$ cat config.mk
export PLATFORM = sky130hd
export DESIGN_NAME = imm_ext_arbiter
export DESIGN_NICKNAME = d
export VERILOG_FILES = /design/src/rtl/imm_ext_arbiter.sv
export SDC_FILE = /design/constraint.sdc
export NUM_CORES = 1
export LEC_CHECK = 0
export ABC_AREA = 1
export CAP_MARGIN = 5
export CORE_AREA = 2 2 64 66
export DETAILED_ROUTE_END_ITERATION = 7
export DIE_AREA = 0 0 66 68
export GPL_TIMING_DRIVEN = 0
export PLACE_DENSITY_LB_ADDON = 0.2
export SYNTH_ARGS = -nofsm -noshare
export SYNTH_HDL_FRONTEND = slang
export SYNTH_SLANG_ARGS = --single-unit
$ cat constraint.sdc
create_clock -name clk -period 1.6 [get_ports clk]
set_clock_uncertainty 0.1 [all_clocks]
set_input_delay 0.16 -clock clk [delete_from_list [all_inputs] [get_ports clk]]
set_output_delay 0.16 -clock clk [all_outputs]
set_load 0.05 [all_outputs]
$ cat src/rtl/imm_ext_arbiter.sv
// Round-robin arbiter sharing one registered 9->16 sign-extension unit between two requesters.
// Optional per-operand zero-extension override is enabled by defining ZERO_EXT_EN.
module imm_ext_arbiter #(
    parameter int IN_W  = 9,
    parameter int OUT_W = 16
) (
    input  logic             clk,
    input  logic             rst,
    input  logic             req0_valid,
    input  logic [IN_W-1:0]  req0_data,
    output logic             req0_ready,
    input  logic             req1_valid,
    input  logic [IN_W-1:0]  req1_data,
    output logic             req1_ready,
`ifdef ZERO_EXT_EN
    input  logic             req0_zext,
    input  logic             req1_zext,
`endif
    output logic [IN_W-1:0]  se_data_in,
    input  logic [OUT_W-1:0] se_data_out,
    output logic             rsp_valid,
    output logic             rsp_id,
    output logic [OUT_W-1:0] rsp_data,
    input  logic             rsp_ready,
    output logic             busy
);

    typedef enum logic [1:0] {
        IDLE = 2'd0,
        WAIT = 2'd1,
        CAPT = 2'd2,
        RESP = 2'd3
    } state_t;

    state_t            state, state_nxt;
    logic [IN_W-1:0]   op_reg;
    logic              id_reg;
    logic              last_id;
    logic              grant;
    logic              accept;
`ifdef ZERO_EXT_EN
    logic              zext_reg;
`endif

    // A lone valid wins outright; on a tie the requester that did not win last time goes.
    always_comb begin
        grant = 1'b0;
        if (req0_valid && req1_valid)
            grant = ~last_id;
        else if (req1_valid)
            grant = 1'b1;
        accept = (state == IDLE) && (req0_valid || req1_valid);
    end

    always_ff @(posedge clk or posedge rst) begin
        if (rst)
            state <= IDLE;
        else
            state <= state_nxt;
    end

    always_comb begin
        state_nxt = state;
        unique case (state)
            IDLE: if (accept) state_nxt = WAIT;
            WAIT: state_nxt = CAPT;
            CAPT: state_nxt = RESP;
            RESP: if (rsp_ready) state_nxt = IDLE;
            default: state_nxt = IDLE;
        endcase
    end

    always_comb begin
        req0_ready = (state == IDLE) && req0_valid && !grant;
        req1_ready = (state == IDLE) && req1_valid && grant;
        busy       = (state != IDLE);
        se_data_in = op_reg;
    end

    always_ff @(posedge clk or posedge rst) begin
        if (rst) begin
            op_reg    <= '0;
            id_reg    <= 1'b0;
            last_id   <= 1'b1;
            rsp_valid <= 1'b0;
            rsp_id    <= 1'b0;
            rsp_data  <= '0;
`ifdef ZERO_EXT_EN
            zext_reg  <= 1'b0;
`endif
        end else begin
            if (accept) begin
                op_reg  <= grant ? req1_data : req0_data;
                id_reg  <= grant;
                last_id <= grant;
`ifdef ZERO_EXT_EN
                zext_reg <= grant ? req1_zext : req0_zext;
`endif
            end
            if (state == CAPT) begin
                rsp_valid <= 1'b1;
                rsp_id    <= id_reg;
`ifdef ZERO_EXT_EN
                if (zext_reg)
                    rsp_data <= {{(OUT_W-IN_W){1'b0}}, se_data_out[IN_W-1:0]};
                else
                    rsp_data <= se_data_out;
`else
                rsp_data  <= se_data_out;
`endif
            end else if (state == RESP && rsp_ready) begin
                rsp_valid <= 1'b0;
            end
        end
    end

endmodule

-- Yosys cells after proc, flatten, opt, wreduce, memory -nomap -nowiden
Cells that the tools add are included.
- output and inout port bits: 30
- logic and storage cells: 34
- input port bits: 39
- register bits after elaboration: 31
- bitwise operators: 1
- multiplexer cells: 8
- equal/unequal tests: 5
- reduce and logical (&&, ||, !) cells: 13
- operator list (cell ; count):
    $mux W9 ; 1
    $pmux W2 S4 ; 1
    $logic_and A1 B1 Y1 ; 7
    $eq A2 B2 Y1 const B ; 2
    $mux W1 ; 4
    $mux W2 ; 2
    $ne A2 B2 Y1 const B ; 2
    $reduce_bool A2 Y1 ; 2
    $eq A2 B1 Y1 const B ; 1
    $logic_not A2 Y1 ; 1
    $reduce_and A2 Y1 ; 1
    $logic_not A1 Y1 ; 1
    $logic_or A1 B1 Y1 ; 1
    $not A1 Y1 ; 1

-- Longest topological paths before layout
Gate-level depths: netlist of run 1.
- depth in word-level cells: 4
- depth in mapped cells: 8
- depth with buffers taken out: 7

-- Worst setup path before layout of run 1
OpenSTA, ideal clock, no wires.
- path type: register to register
- start: reg state[0]
- end: reg id_reg
- setup time: 69 ps
- clock period less this slack: 1894 ps
- arrival time: 1725 ps
- path slack: -294 ps
- stages on the path, launching flop included: 7
- buffers on the path: 0
- required time: 1431 ps
- cells stage by stage: dfrtp_1 inv_1 ha_1 inv_2 nor2_1 inv_1 nand2_1
- cells in the longest elaborated chain, start to end: 2
- ends and longest elaborated chain (element ; line ; text):
    start, declared ; 35 ; state_t state, state_nxt;
    start signal, assigned ; 59 ; state <= state_nxt;
    $logic_not A2 Y1 ; 52 ; accept = (state == IDLE) && (req0_valid || req1_valid);
    $logic_and A1 B1 Y1 ; 52 ;
    end signal, assigned ; 94 ; id_reg <= grant;
    end, declared ; 37 ; logic id_reg;
Every way passes these cells.
A chain may end at the register's enable or synchronous reset.

-- Worst setup path in the final report of run 1
- start: reg last_id
- end: out req0_ready
- cells in the longest elaborated chain, start to end: 4
- ends and longest elaborated chain (element ; line ; text):
    start, declared ; 38 ; logic last_id;
    start signal, assigned ; 95 ; last_id <= grant;
    $not A1 Y1 ; 49 ; grant = ~last_id;
    $mux W1 ; 48 ; if (req0_valid && req1_valid)
    $logic_not A1 Y1 ; 74 ; req0_ready = (state == IDLE) && req0_valid && !grant;
    $logic_and A1 B1 Y1 ; 74 ;
    end, declared ; 11 ; output logic req0_ready,
Every way passes these cells.

==> results of run 1 <==
==> stage by stage <==
stage | utilization | setup TNS [ns] | power (mW) | cell area (sq um) | setup WS [ns]
after floorplan | - | 0 | 3.53 | 1480 | 0.0647
after global placement | 0.576 | -6.43 | 4.55 | 2220 | -0.834
after detailed placement | 0.576 | -6.04 | 4.58 | 2220 | -0.821
after CTS | 0.598 | -0.0707 | 5.01 | 2310 | -0.0707
after global routing | 0.616 | -0.0754 | 5.41 | 2380 | -0.0754
final | 0.616 | -0.0172 | 5.03 | 2380 | -0.0172
==> worst reg2reg max path: cells and delay by family, from the launching register on <==
kind | cells | cell delay, ns
flops | 1 | 0.42
buf+inv | 4 | 0.37
simple gates | 3 | 0.34
fa+ha+maj | 1 | 0.14
==> layout by cell type (no fill, tap or decap), types with 2 or more instances in the layout <==
cell type / netlist / final
nand2_1: 93 / 91
clkdlybuf4s50_1: 0 / 38
dfrtp_1: 30 / 30
dlygate4sd2_1: 0 / 27
inv_1: 23 / 21
nand3_1: 20 / 20
buf_4: 1 / 8
clkbuf_8: 0 / 6
inv_2: 3 / 4
buf_8: 0 / 4
nor2_4: 1 / 3
nand2_4: 0 / 3
ha_1: 4 / 3
buf_2: 3 / 2
==> how the worst max path moves through the flow <==
stage                from       endpoint  slack (ns)
4_1_cts           last_id     req0_ready       -0.07
2_1_floorplan    state[0]  se_data_in[0]        0.06
6_report          last_id     req0_ready       -0.02
3_3_place_gp   req0_valid     req0_ready       -0.83
5_1_grt           last_id     req0_ready       -0.08
3_5_place_dp   req0_valid     req0_ready       -0.82
==> where the power goes <==
part	total [mW]	leakage (nW)	switching, mW	internal, mW
clock network	0.590	0.0470	0.254	0.336
registers	1.38	0.376	0.194	1.19
logic	3.06	0.887	2.15	0.912
==> area by class of cell <==
type                       instances  area share
buffer                             5      0.0184
sequential                        31       0.327
timing repair buffer              75       0.301
inverter                          26      0.0421
clock inverter                     1     0.00211
tap                               50      0.0263
clock buffer                       6      0.0348
multi-input combinational        124       0.249
==> cell families (layout without fill, tap and decap cells) <==
family,after synthesis,after routing,share of synthesized area
buffers and inverters,32,113,0.0975
adders and majority gates,4,4,0.0342
and+or+nand+nor,120,120,0.337
DFF,31,31,0.531
==> cells in the mapped netlist (all sizes together) <==
| cell | count | area [sq um] |
|---|---|---|
| nor2 | 4 | 25.0 |
| nand3 | 20 | 100 |
| dfrtp | 30 | 751 |
| buf | 6 | 45.0 |
| ha | 4 | 50.1 |
| dfstp | 1 | 26.3 |
| nand2 | 95 | 362 |
| or2 | 1 | 6.26 |
| inv | 26 | 97.6 |
==> timing repair <==
action,in CTS,in global routing
gates resized for setup,56,4
endpoints found under the setup margin,31,21
pin swaps,0,1
setup buffers,1,5
==> per-layer routing <==
| metal | routed length (microns) | share of wire | vias to the layer above | GRT usage |
|---|---|---|---|---|
| li1 | - | - | 718 | - |
| met1 | 1540 | 0.45 | 638 | 0.196 |
| met2 | 1730 | 0.51 | 26 | 0.260 |
| met3 | 140 | 0.041 | 2 | 0.0378 |
| met4 | 17 | 0.0050 | 0 | 0.0459 |
| met5 | 0 | 0 | - | 0 |
==> impl_metrics.tcl, run 1 <==
set metrics [dict create \
    num_rows 23 \
    via_per_inst 4.35 \
    overflow 0 \
    largest_reg_flops 16 \
    cp.depth 6 \
    finalCritPeriodShare 1.01 \
    reg2reg_from "state[1]" \
    crit_path_frequent_cell "nand2_4" \
    seq_area_frac_synth 0.531 \
    worstPathArrival_ns 1.36 \
    hold_buffers 0 \
    yosysWarnings 0 \
    fp.dieW_microns 66 \
    period_minus_slack_ns 1.62 \
    die_y_microns 68 \
    grt_pass1_vias 1209 \
    path_clk_slew_ns 0.06 \
    maxCapViolations 0 \
    drt_wl_total_microns 3430 \
    gp_congestion 0.739 \
    slowest_stage "dfstp_2" \
    postSynthAreaPerCell_sq_um 7.82 \
    rsz0062_at_grt "true" \
    cts_buffers 5 \
    cts_root_buffer "clkbuf_8" \
    drv_slew 0 \
    finalNetCount 311 \
    die_area_sq_um 4490 \
    path_buf_inv 2 \
    ys_types 15 \
    h-tree-depth 2 \
    io_buffers 68 \
    ys_ff_latch 31 \
    cts.sinks 31 \
    regArea_sq_um 777 \
    setup_slack_ns -0.0172 \
    r2r_setup_slack_ns 0.13 \
    cp_top_family "flip-flops" \
    core-area_sq_um 3860 \
    grt_use_total 0.154 \
    setup.worst_path.end_class "output port" \
    hpwlAfterDp_microns 2480 \
    setup_violations 1 \
    r2r_end "se_data_in[4]" \
    hold_ws_ns 0.200 \
    max_stage_delay_ns 0.55 \
    tightestPinTransition_ns 0.685 \
    r2r_cells 8 \
    first_iter_violations 113 \
    worst-path-max-fanout 5 \
    hold_path.class "in2async" \
    worstPathCellList "nand2_4, nand2_4, buf_8, nand2_4, nor2_4, buf_8" \
    cts.path.max_buffers 2 \
    post_layout_nonfiller_instances 318 \
    num_vias 1384 \
    start_util 0.379 \
    antenna_found_initial 0 \
    hold_viol 0 \
    cts_tree "done" \
    clock_latency_ns 0.27 \
    first_pass_iters 4 \
    layout-drive-gt1-share 0.142 \
    dpl.cell_count 305 \
    postRouteAntennaNets 0 \
    violations "negative setup slack" \
    multi_input_area_sq_um 591 \
    power_leakage_nw 1.31 \
    area_delta_synth_final_pct 62.4 \
    wl_per_cell_microns 10.8 \
    fmaxAchievable_ghz 0.618 \
    grt_pass1_wl_microns 5310 \
    criticalPathCategory "reg2out" \
    syn_nets 230 \
    syn_inst 187 \
    antenna_cells 0 \
    peakVddDrop_uv 1090 \
    worstSetupStartpointType "flip-flop" \
    largest_register "rsp_data" \
    grt_max_degree 32 \
    power_density_nw_per_um2 2120 \
    syn-cell-area_sq_um 1460 \
    relSlewSlack 0.543 \
    status "finished, violations left" \
    drc 0 \
    n_fill_cell 367 \
    io_pins 69 \
    cp.required_ns 1.34 \
]
Note: power is estimated with default switching activity, not from simulation.
==> run 2: changes to the inputs <==
--- a/config.mk
+++ b/config.mk
@@ -8,6 +8,7 @@
 export ABC_AREA = 1
 export CAP_MARGIN = 5
 export CORE_AREA = 2 2 64 66
+export CTS_CLUSTER_SIZE = 40
 export DETAILED_ROUTE_END_ITERATION = 7
 export DIE_AREA = 0 0 66 68
 export GPL_TIMING_DRIVEN = 0
==> results of run 2 <==
The final DEF is identical to that of run 1; final timing and power are the same.
==> run 3: changes to the inputs <==
--- a/config.mk
+++ b/config.mk
@@ -12,7 +12,8 @@
 export DETAILED_ROUTE_END_ITERATION = 7
 export DIE_AREA = 0 0 66 68
 export GPL_TIMING_DRIVEN = 0
-export PLACE_DENSITY_LB_ADDON = 0.2
+export PLACE_DENSITY_LB_ADDON = 0.12
+export SLEW_MARGIN = 20
 export SYNTH_ARGS = -nofsm -noshare
 export SYNTH_HDL_FRONTEND = slang
 export SYNTH_SLANG_ARGS = --single-unit
==> impl_metrics.tcl, run 3 (same netlist as run 1, synthesis figures left out) <==
set metrics [dict create \
    worstPathCellList "nand2_4, nand2_4, buf_8, nand2_4, nor2_4, buf_8" \
    cts.sinks 31 \
    fp.dieW_microns 66 \
    first_pass_iters 4 \
    regArea_sq_um 777 \
    rsz0062_at_grt "true" \
    peakVddDrop_uv 1250 \
    drt_wl_total_microns 3470 \
    p_clk_frac 0.151 \
    io_buffers 68 \
    hpwlAfterDp_microns 2440 \
    maxCapViolations 0 \
    antenna_found_initial 0 \
    period_minus_slack_ns 1.62 \
    max_stage_delay_ns 0.56 \
    area_delta_synth_final_pct 64.2 \
    grt_use_met2 0.263 \
    finalNetCount 311 \
    slowest_stage "dfstp_2" \
    hold_buffers 0 \
    path_clk_slew_ns 0.06 \
    n_fill_cell 361 \
    power_leakage_nw 1.32 \
    antenna_cells 0 \
    status "finished, violations left" \
    cts_tree "done" \
    num_rows 23 \
    largest_reg_flops 16 \
    grt_max_degree 32 \
    criticalPathCategory "reg2out" \
    grt_use_total 0.159 \
    tightestPinTransition_ns 0.639 \
    grt.met3_usage 0.0395 \
    first_iter_violations 71 \
    grt_pass1_vias 1204 \
    relSlewSlack 0.574 \
    core-area_sq_um 3860 \
    fmaxAchievable_ghz 0.615 \
    die_area_sq_um 4490 \
    worst-path-max-fanout 3 \
    worstSetupStartpointType "flip-flop" \
    hold_ws_ns 0.187 \
    power_frac_seq 0.262 \
    setup_slack_ns -0.0249 \
    path_buf_inv 2 \
    final_common_cell "nand2_1" \
    wl_per_cell_microns 10.9 \
    cts_buffers 5 \
    grt_pass1_wl_microns 5380 \
    violations "negative setup slack" \
    hold_viol 0 \
    worstPathArrival_ns 1.36 \
    cts.path.max_buffers 2 \
    cp_top_family "flip-flops" \
    start_util 0.379 \
    overflow 0 \
    die_y_microns 68 \
    via_per_inst 4.27 \
    p_int_mw 2.62 \
    r2r_setup_slack_ns 0.04 \
    multi_input_area_sq_um 591 \
    fin_util 0.623 \
    power_density_nw_per_um2 2190 \
    drv_slew 0 \
    gp_congestion 0.691 \
    setup.worst_path.end_class "output port" \
    most-common-layout-cells "nand2_1, clkdlybuf4s50_1, dfrtp_1" \
    postRouteAntennaNets 0 \
    crit_path_frequent_cell "nand2_4" \
    largest_register "rsp_data" \
    h-tree-depth 2 \
    drc 0 \
    cp.required_ns 1.34 \
    power.switching_mw 2.65 \
    setup_violations 1 \
    globalRouteMet1Util 0.197 \
    layout-drive-gt1-share 0.145 \
    combPwrFrac 0.587 \
    p_sw_frac 0.502 \
    busiest_layer "met2" \
    cts_root_buffer "clkbuf_8" \
    hold_path.class "in2async" \
    clock_latency_ns 0.28 \
    num_vias 1363 \
    io_pins 69 \
    finalCritPeriodShare 1.02 \
]
==> run 3: changes by cell type in the layout (fill, tap and decap cells not counted) <==
cell,change
buf_4,+1
buf_8,-1
bufinv_16,+1
inv_2,-1
inv_4,+1
==> run 3: final timing paths <==
path,start,end,depth (start not counted)
min,rst,rsp_data[0],2
max,last_id,req0_ready,6
max reg2reg,state[1],state[0],6
min reg2reg,rsp_data[15],rsp_data[15],2
min in group clk,se_data_out[4],rsp_data[4],3
max in group asynchronous,rst,rsp_data[3],2
==> run 3: area by class of cell <==
class                   count  area share
multi-input cells         124       0.246
clock buffers               6      0.0344
well taps                  50      0.0261
repair buffers             74       0.291
inverters                  26      0.0427
clock inverters             2      0.0146
flip-flops and latches     31       0.324
plain buffers               6      0.0214
==> run 3: what timing repair did <==
item,in CTS,in global routing
setup endpoints to repair,31,18
setup buffers,3,3
resized for setup,56,5
==> run 3: power groups by stage <==
stage | Sequential (mW) | Clock [mW] | Combinational [mW]
3_3_place_gp | 1.40 | 0 | 3.15
3_5_place_dp | 1.40 | 0 | 3.19
6_report | 1.38 | 0.797 | 3.09
2_1_floorplan | 2.55 | 0 | 0.981
4_1_cts | 1.38 | 0.821 | 3.05
5_1_grt | 1.43 | 0.860 | 3.32
==> run 3: stage by stage <==
| step | std cells | setup TNS, ns | setup slack, ns | instance area (sq um) | power (mW) |
|---|---|---|---|---|---|
| CTS | 316 | -0.0832 | -0.0832 | 2360 | 5.25 |
| detailed placement | 305 | -1.69 | -0.835 | 2220 | 4.59 |
| global route | 319 | -0.0874 | -0.0755 | 2400 | 5.61 |
| global placement | 305 | -5.88 | -0.828 | 2220 | 4.55 |
| finish | 319 | -0.0249 | -0.0249 | 2400 | 5.27 |
| floorplan | 187 | 0 | 0.0647 | 1480 | 3.53 |
==> run 3: per-layer routing <==
layer  routed length [microns]  share of wire  up-vias
met3                       217          0.062        8
met1                      1500           0.43      600
met2                      1690           0.49       38
met5                         0              0        -
met4                        67          0.019        0
li1                          -              -      717
